==> config.mk <==
export PLATFORM = sky130hd
export DESIGN_NAME = phase_sequencer
export DESIGN_NICKNAME = d
export VERILOG_FILES = /design/src/rtl/phase_sequencer.sv
export SDC_FILE = /design/constraint.sdc
export NUM_CORES = 1
export LEC_CHECK = 0
export ABC_AREA = 1
export CAP_MARGIN = 20
export CORE_UTILIZATION = 52
export CTS_BUF_LIST = sky130_fd_sc_hd__clkbuf_2
export DETAILED_ROUTE_END_ITERATION = 10
export MAX_ROUTING_LAYER = met4
export PLACE_DENSITY = 0.82
export SETUP_SLACK_MARGIN = 0.4
export SYNTH_ARGS = -nofsm -noshare
export SYNTH_HDL_FRONTEND = slang
export SYNTH_SLANG_ARGS = --single-unit
==> constraint.sdc <==
create_clock -name clk -period 3.11 [get_ports clk]
set_clock_uncertainty 0.05 [all_clocks]
set_input_delay 0.622 -clock clk [delete_from_list [all_inputs] [get_ports clk]]
set_output_delay 0.622 -clock clk [all_outputs]
set_load 0.05 [all_outputs]
==> src/rtl/phase_sequencer.sv <==
// Multi-cycle instruction phase sequencer: steps each instruction through
// fetch/decode/execute/memory/writeback and drives the datapath strobes.
//
// state    | meaning
// ---------+------------------------------------------------------------
// S_HALT   | idle, waiting for run; entered on reset, HALT op or timeout
// S_FETCH  | instruction read in flight, ir_e when mem_ready
// S_DECODE | opcode classified, ALU control decode latched
// S_EXEC   | ALU result valid; branches, CMP retire here
// S_MEM    | data load/store in flight, waiting for mem_ready
// S_WB     | register file write and retirement
module phase_sequencer #(
  parameter int CNT_W       = 16,
  parameter int MEM_TIMEOUT = 255
) (
  input  logic             clk,
  input  logic             rst_n,
  input  logic             run,
  input  logic [5:0]       ir_op,
  input  logic             mem_ready,
  input  logic             br_taken,
  output logic             fetch_e,
  output logic             ir_e,
  output logic             alu_control_unit_e,
  output logic             flag_we,
  output logic             mem_re,
  output logic             mem_we,
  output logic             reg_we,
  output logic             pc_e,
  output logic             pc_br_sel,
  output logic             halted,
  output logic             bus_err,
  output logic [CNT_W-1:0] retire_cnt
);

  // Wait counter only needs to reach MEM_TIMEOUT-1.
  localparam int WAIT_W = (MEM_TIMEOUT > 1) ? $clog2(MEM_TIMEOUT) : 1;
  localparam logic [WAIT_W-1:0] WAIT_LAST =
    WAIT_W'((MEM_TIMEOUT > 0) ? (MEM_TIMEOUT - 1) : 0);
  localparam bit TIMEOUT_EN = (MEM_TIMEOUT != 0);

  typedef enum logic [2:0] {
    S_HALT, S_FETCH, S_DECODE, S_EXEC, S_MEM, S_WB
  } state_t;

  state_t            state_q, state_d;
  logic [WAIT_W-1:0] wait_q, wait_d;
  logic              bus_err_q, bus_err_d;
  logic [CNT_W-1:0]  retire_cnt_q, retire_cnt_d;

  logic op_mem, op_load, op_br, op_hlt, op_cmp, op_alu, timeout;

  assign op_mem  = ~ir_op[5];
  assign op_load = (ir_op[5:4] == 2'b00);
  assign op_br   = (ir_op[5:1] == 5'b10111);
  assign op_hlt  = (ir_op == 6'b101100);
  assign op_cmp  = (ir_op == 6'b110101);
  assign op_alu  = (ir_op[5:4] == 2'b11);
  assign timeout = TIMEOUT_EN && !mem_ready && (wait_q == WAIT_LAST);

  always_comb begin
    state_d            = state_q;
    bus_err_d          = bus_err_q;
    fetch_e            = 1'b0;
    ir_e               = 1'b0;
    alu_control_unit_e = 1'b0;
    flag_we            = 1'b0;
    mem_re             = 1'b0;
    mem_we             = 1'b0;
    reg_we             = 1'b0;
    pc_e               = 1'b0;
    pc_br_sel          = 1'b0;
    halted             = 1'b0;
    case (state_q)
      S_HALT: begin
        halted = 1'b1;
        if (run) begin
          state_d   = S_FETCH;
          bus_err_d = 1'b0;
        end
      end
      S_FETCH: begin
        fetch_e = 1'b1;
        if (mem_ready) begin
          ir_e    = 1'b1;
          state_d = S_DECODE;
        end else if (timeout) begin
          state_d   = S_HALT;
          bus_err_d = 1'b1;
        end
      end
      S_DECODE: begin
        alu_control_unit_e = op_mem | op_br | op_alu;
        if (op_hlt) begin
          pc_e    = 1'b1;
          state_d = S_HALT;
        end else if (!op_mem && !op_br && !op_alu) begin
          pc_e    = 1'b1;
          state_d = S_FETCH;
        end else begin
          state_d = S_EXEC;
        end
      end
      S_EXEC: begin
        if (op_mem) begin
          state_d = S_MEM;
        end else if (op_br) begin
          pc_e      = 1'b1;
          pc_br_sel = br_taken;
          state_d   = S_FETCH;
        end else if (op_cmp) begin
          flag_we = 1'b1;
          pc_e    = 1'b1;
          state_d = S_FETCH;
        end else if (op_alu) begin
          flag_we = 1'b1;
          state_d = S_WB;
        end else begin
          state_d = S_FETCH;
        end
      end
      S_MEM: begin
        mem_re = op_load;
        mem_we = ~op_load;
        if (mem_ready) begin
          // Stores retire on completion; loads still need writeback.
          pc_e    = ~op_load;
          state_d = op_load ? S_WB : S_FETCH;
        end else if (timeout) begin
          state_d   = S_HALT;
          bus_err_d = 1'b1;
        end
      end
      S_WB: begin
        reg_we  = 1'b1;
        pc_e    = 1'b1;
        state_d = S_FETCH;
      end
      default: state_d = S_HALT;
    endcase

    if (state_d != state_q)
      wait_d = '0;
    else if ((state_q == S_FETCH || state_q == S_MEM) && !mem_ready)
      wait_d = wait_q + 1'b1;
    else
      wait_d = wait_q;

    retire_cnt_d = retire_cnt_q + CNT_W'(pc_e);
  end

  always_ff @(posedge clk) begin
    if (!rst_n) begin
      state_q      <= S_HALT;
      wait_q       <= '0;
      bus_err_q    <= 1'b0;
      retire_cnt_q <= '0;
    end else begin
      state_q      <= state_d;
      wait_q       <= wait_d;
      bus_err_q    <= bus_err_d;
      retire_cnt_q <= retire_cnt_d;
    end
  end

  assign bus_err    = bus_err_q;
  assign retire_cnt = retire_cnt_q;

endmodule
==> summary.md <==
| Metric | Value |
|---|---|
| CP max-delay cell | clkdlybuf4s50_1 |
| Detailed Routing Iterations Pass 1 | 4 |
| DR iter-0 viols | 44 |
| Hold path startpoint | retire_cnt[11] |
| Gr usage total | 0.2093 |
| Worst Hold Slack | 450.6 ps |
| Cell count of the worst reg-to-reg path | 16 |
| CTS root buffer | clkbuf_2 |
| DRT Wirelength | 3329 um |
| GPL Wtd Cong | 0.8966 |
| Clock Path Buffers | 2 |
| Cell Area, Synth | 1653 um^2 |
| Number of global-route vias before repair | 1330 |
| Syn_nets | 246 |
| VDD IR max | 0.2362 mV |
| Cells after Synth | 230 |
| Post-route setup slack | 540.3 ps |
| Drt drc | 0 |
| EDFF count, synth | 0 |
| Clock latency on the worst-skew pair | 350 ps |
| Ratio of cells with drive above 1 in the final layout | 0.2357 |
| Max_cap viols | 0 |
| I/O pins | 38 |
| Min-Delay Path Class | reg2reg |
| Height of the die | 58.38 um |
| Layout area overhead | 36.49% |
| Worst path bufs/invs | 2 |
| Crit path capture type | output port |
| Yosys warning count | 0 |
| Reg2reg setup slack | 660 ps |
| CP delay by family, top | buffers and inverters |
| Seq/Total Area, Yosys | 0.3391 |
| Clock slew at reported path FFs | 260 ps |
| PortBufs | 37 |
| Max Fclk | 389.1 MHz |
| Critical Path RT | 2440 ps |
| Row cnt | 20 |
| PwrDens | 317.3 nW/um^2 |
| Worst Hold End | retire_cnt[11] |
| Final setup viols | 0 |
| Slew Viols, Final | 0 |
| Ys flop type | dfxtp_1 |
| Nets@finish | 297 |
| Die width | 58.38 um |
| Cells along the critical path | nand3_4 -> inv_1 -> clkdlybuf4s50_1 |
| Via/cell ratio | 4.812 |
| Worst Max-Slew Pin Slew | 540.1 ps |
| Status | completed |
| Period utilisation layout | 0.8263 |
| DP Worst Slack | -121.7 ps |
| Hold Crit Depth | 2 |
| Initial antenna violation count | 0 |
| Non-filler cells, final | 324 |
| Startpoint Class | flop |
| Leakage | 0.9807 nW |
| R2r endpoint | retire_cnt[12] |
| Critical Path AT | 1900 ps |
| Initial Util | 0.5459 |
| Synth top cells by count | nand2_1, inv_1, dfxtp_1 |
| Die area | 3408 um^2 |
| H-tree levels | 1 |
| Number of routed nets with antenna violations | 0 |
| Final Hold Vio Count | 0 |
| Max FO, Critical Path | 10 |
| Setup Crit Path Kind | reg2out |
| Hold_buf cts | 0 |
| Routed len/inst | 10.27 um |
| Synthesis-stage register bit count | 28 |
| Total global routing overflow | 0 |
| N_diodes | 0 |
| Count leader, synth | nand2_1 |
| Post-synth top area share | 0.3391 |
| Largest net degree at the start of global routing | 18 |
| Yosys top cell by area | dfxtp_1 |
| RSZ-0062 raised after global routing | true |
| Critical register-to-register path startpoint | state_q[1] |
| Asr flop ratio synth | 0 |
| Avg Cell Area, Syn | 7.186 um^2 |
| Post-synthesis cell type count | 36 |
| Core area | 3028 um^2 |
| CTS tree | yes |
| Synth area leaders | dfxtp_1, nand2_1, inv_1 |
| Post-layout min period | 2570 ps |
| CTS buffer count | 3 |
| First-pass GRT wire length | 5513 um |
| CP max stage delay | 790 ps |
| Max-slew headroom | 0.6388 |
| Clock Sinks | 28 |
| Dpl cells | 318 |
| DP HPWL | 2487 um |
| Vias | 1559 |
kinds of logic after synthesis:
group | Yosys count | synth area share
compound gates | 34 | 0.1166
xor+xnor | 8 | 0.04239
fa+ha+maj | 5 | 0.03785
buf+inv | 40 | 0.1007
flops | 28 | 0.3391
simple gates | 115 | 0.3634
cells in the final DEF (no fill, tap or decap), types with 2 or more instances in the layout:
master | netlist | final
nand4_1 | 6 | 6
o21ai_0 | 11 | 10
inv_2 | 3 | 5
nor3_2 | 1 | 2
a31oi_1 | 2 | 2
clkdlybuf4s50_1 | 0 | 23
o21ai_1 | 2 | 3
inv_4 | 2 | 2
nor3_1 | 3 | 2
nor2_1 | 22 | 20
ha_1 | 5 | 3
dfxtp_2 | 0 | 2
xnor2_1 | 3 | 3
clkbuf_2 | 0 | 3
inv_1 | 31 | 30
nand2_2 | 4 | 4
nand3_2 | 1 | 2
buf_12 | 0 | 3
nor2_2 | 11 | 12
dlymetal6s2s_1 | 0 | 6
dfxtp_1 | 28 | 26
buf_4 | 1 | 16
nor2_4 | 2 | 3
nand2_1 | 41 | 41
a21oi_1 | 14 | 13
nand3_4 | 2 | 2
nand3_1 | 17 | 16
xor2_1 | 5 | 5
ha_2 | 0 | 2
a21oi_2 | 1 | 2
registers in the layout, summed over array words and instances (netlist names):
register    cells
bus_err         1
retire_cnt     16
state_q         3
wait_q          8
power by group:
part | total [W] | leakage, nW | switching, W | internal, W
clock | 0.000213 | 0.0266 | 0.000102 | 0.000111
combinational | 0.000130 | 0.727 | 0.0000802 | 0.0000499
sequential | 0.000373 | 0.227 | 0.00000854 | 0.000364
worst max path at each step:
stage,startpoint,endpoint,slack [ps],depth (start not counted)
floorplan,mem_ready,retire_cnt[14],410,17
global placement,ir_op[5],retire_cnt[14],-70,18
detailed placement,ir_op[5],retire_cnt[14],-120,18
CTS,ir_op[4],retire_cnt[12],410,16
global route,ir_op[0],retire_cnt[12],360,15
finish,state_q[0],fetch_e,540,3
worst reg2reg max path, cell delays in order (launching register included):
cell and delay, ps:
dfxtp_1 540, inv_4 110, nor3_4 170, nand3_1 100
o2111ai_1 80, o21ai_1 100, inv_2 70, ha_2 170
ha_2 190, nand3_2 90, nor2_2 120, nand4_1 140
nor2_2 130, nand3_1 90, inv_2 80, o21ai_0 70
a21oi_1 140
metal layers:
layer	routed length (um)	part of all wire	up-vias	GRT usage
li1	-	-	840	-
met1	1610	0.48	672	0.2644
met2	1486	0.45	45	0.3366
met3	212	0.064	2	0.04615
met4	19	0.0057	0	0.06122
met5	0	0	-	-
area by class of cell:
class                           instances  area [um^2]
Tap cell                               44        55.05
Sequential cell                        28        563.0
Clock buffer                            3        15.01
Timing Repair Buffer                   49        494.2
Fill cell                             239        772.0
Inverter                               37        143.9
Multi-Input combinational cell        162        954.7
Clock inverter                          1        30.03
through the flow:
stage | utilization | area, um^2 | total power (W) | TNS (ps)
5_1_grt | 0.7450 | 2256 | 0.0007483 | 0
3_3_place_gp | 0.7103 | 2151 | 0.0005082 | -139.2
6_report | 0.7450 | 2256 | 0.0007158 | 0
2_1_floorplan | - | 1653 | 0.0004661 | 0
3_5_place_dp | 0.7103 | 2151 | 0.0005096 | -301.0
4_1_cts | 0.7318 | 2216 | 0.0007232 | 0
repair_timing:
item,in CTS,in global routing
endpoints found under the hold margin,0,0
buffers inserted,0,2
endpoints found under the setup margin,5,8
pin swaps,2,5
gates resized for setup,9,10
Note: power is estimated with default switching activity, not from simulation.
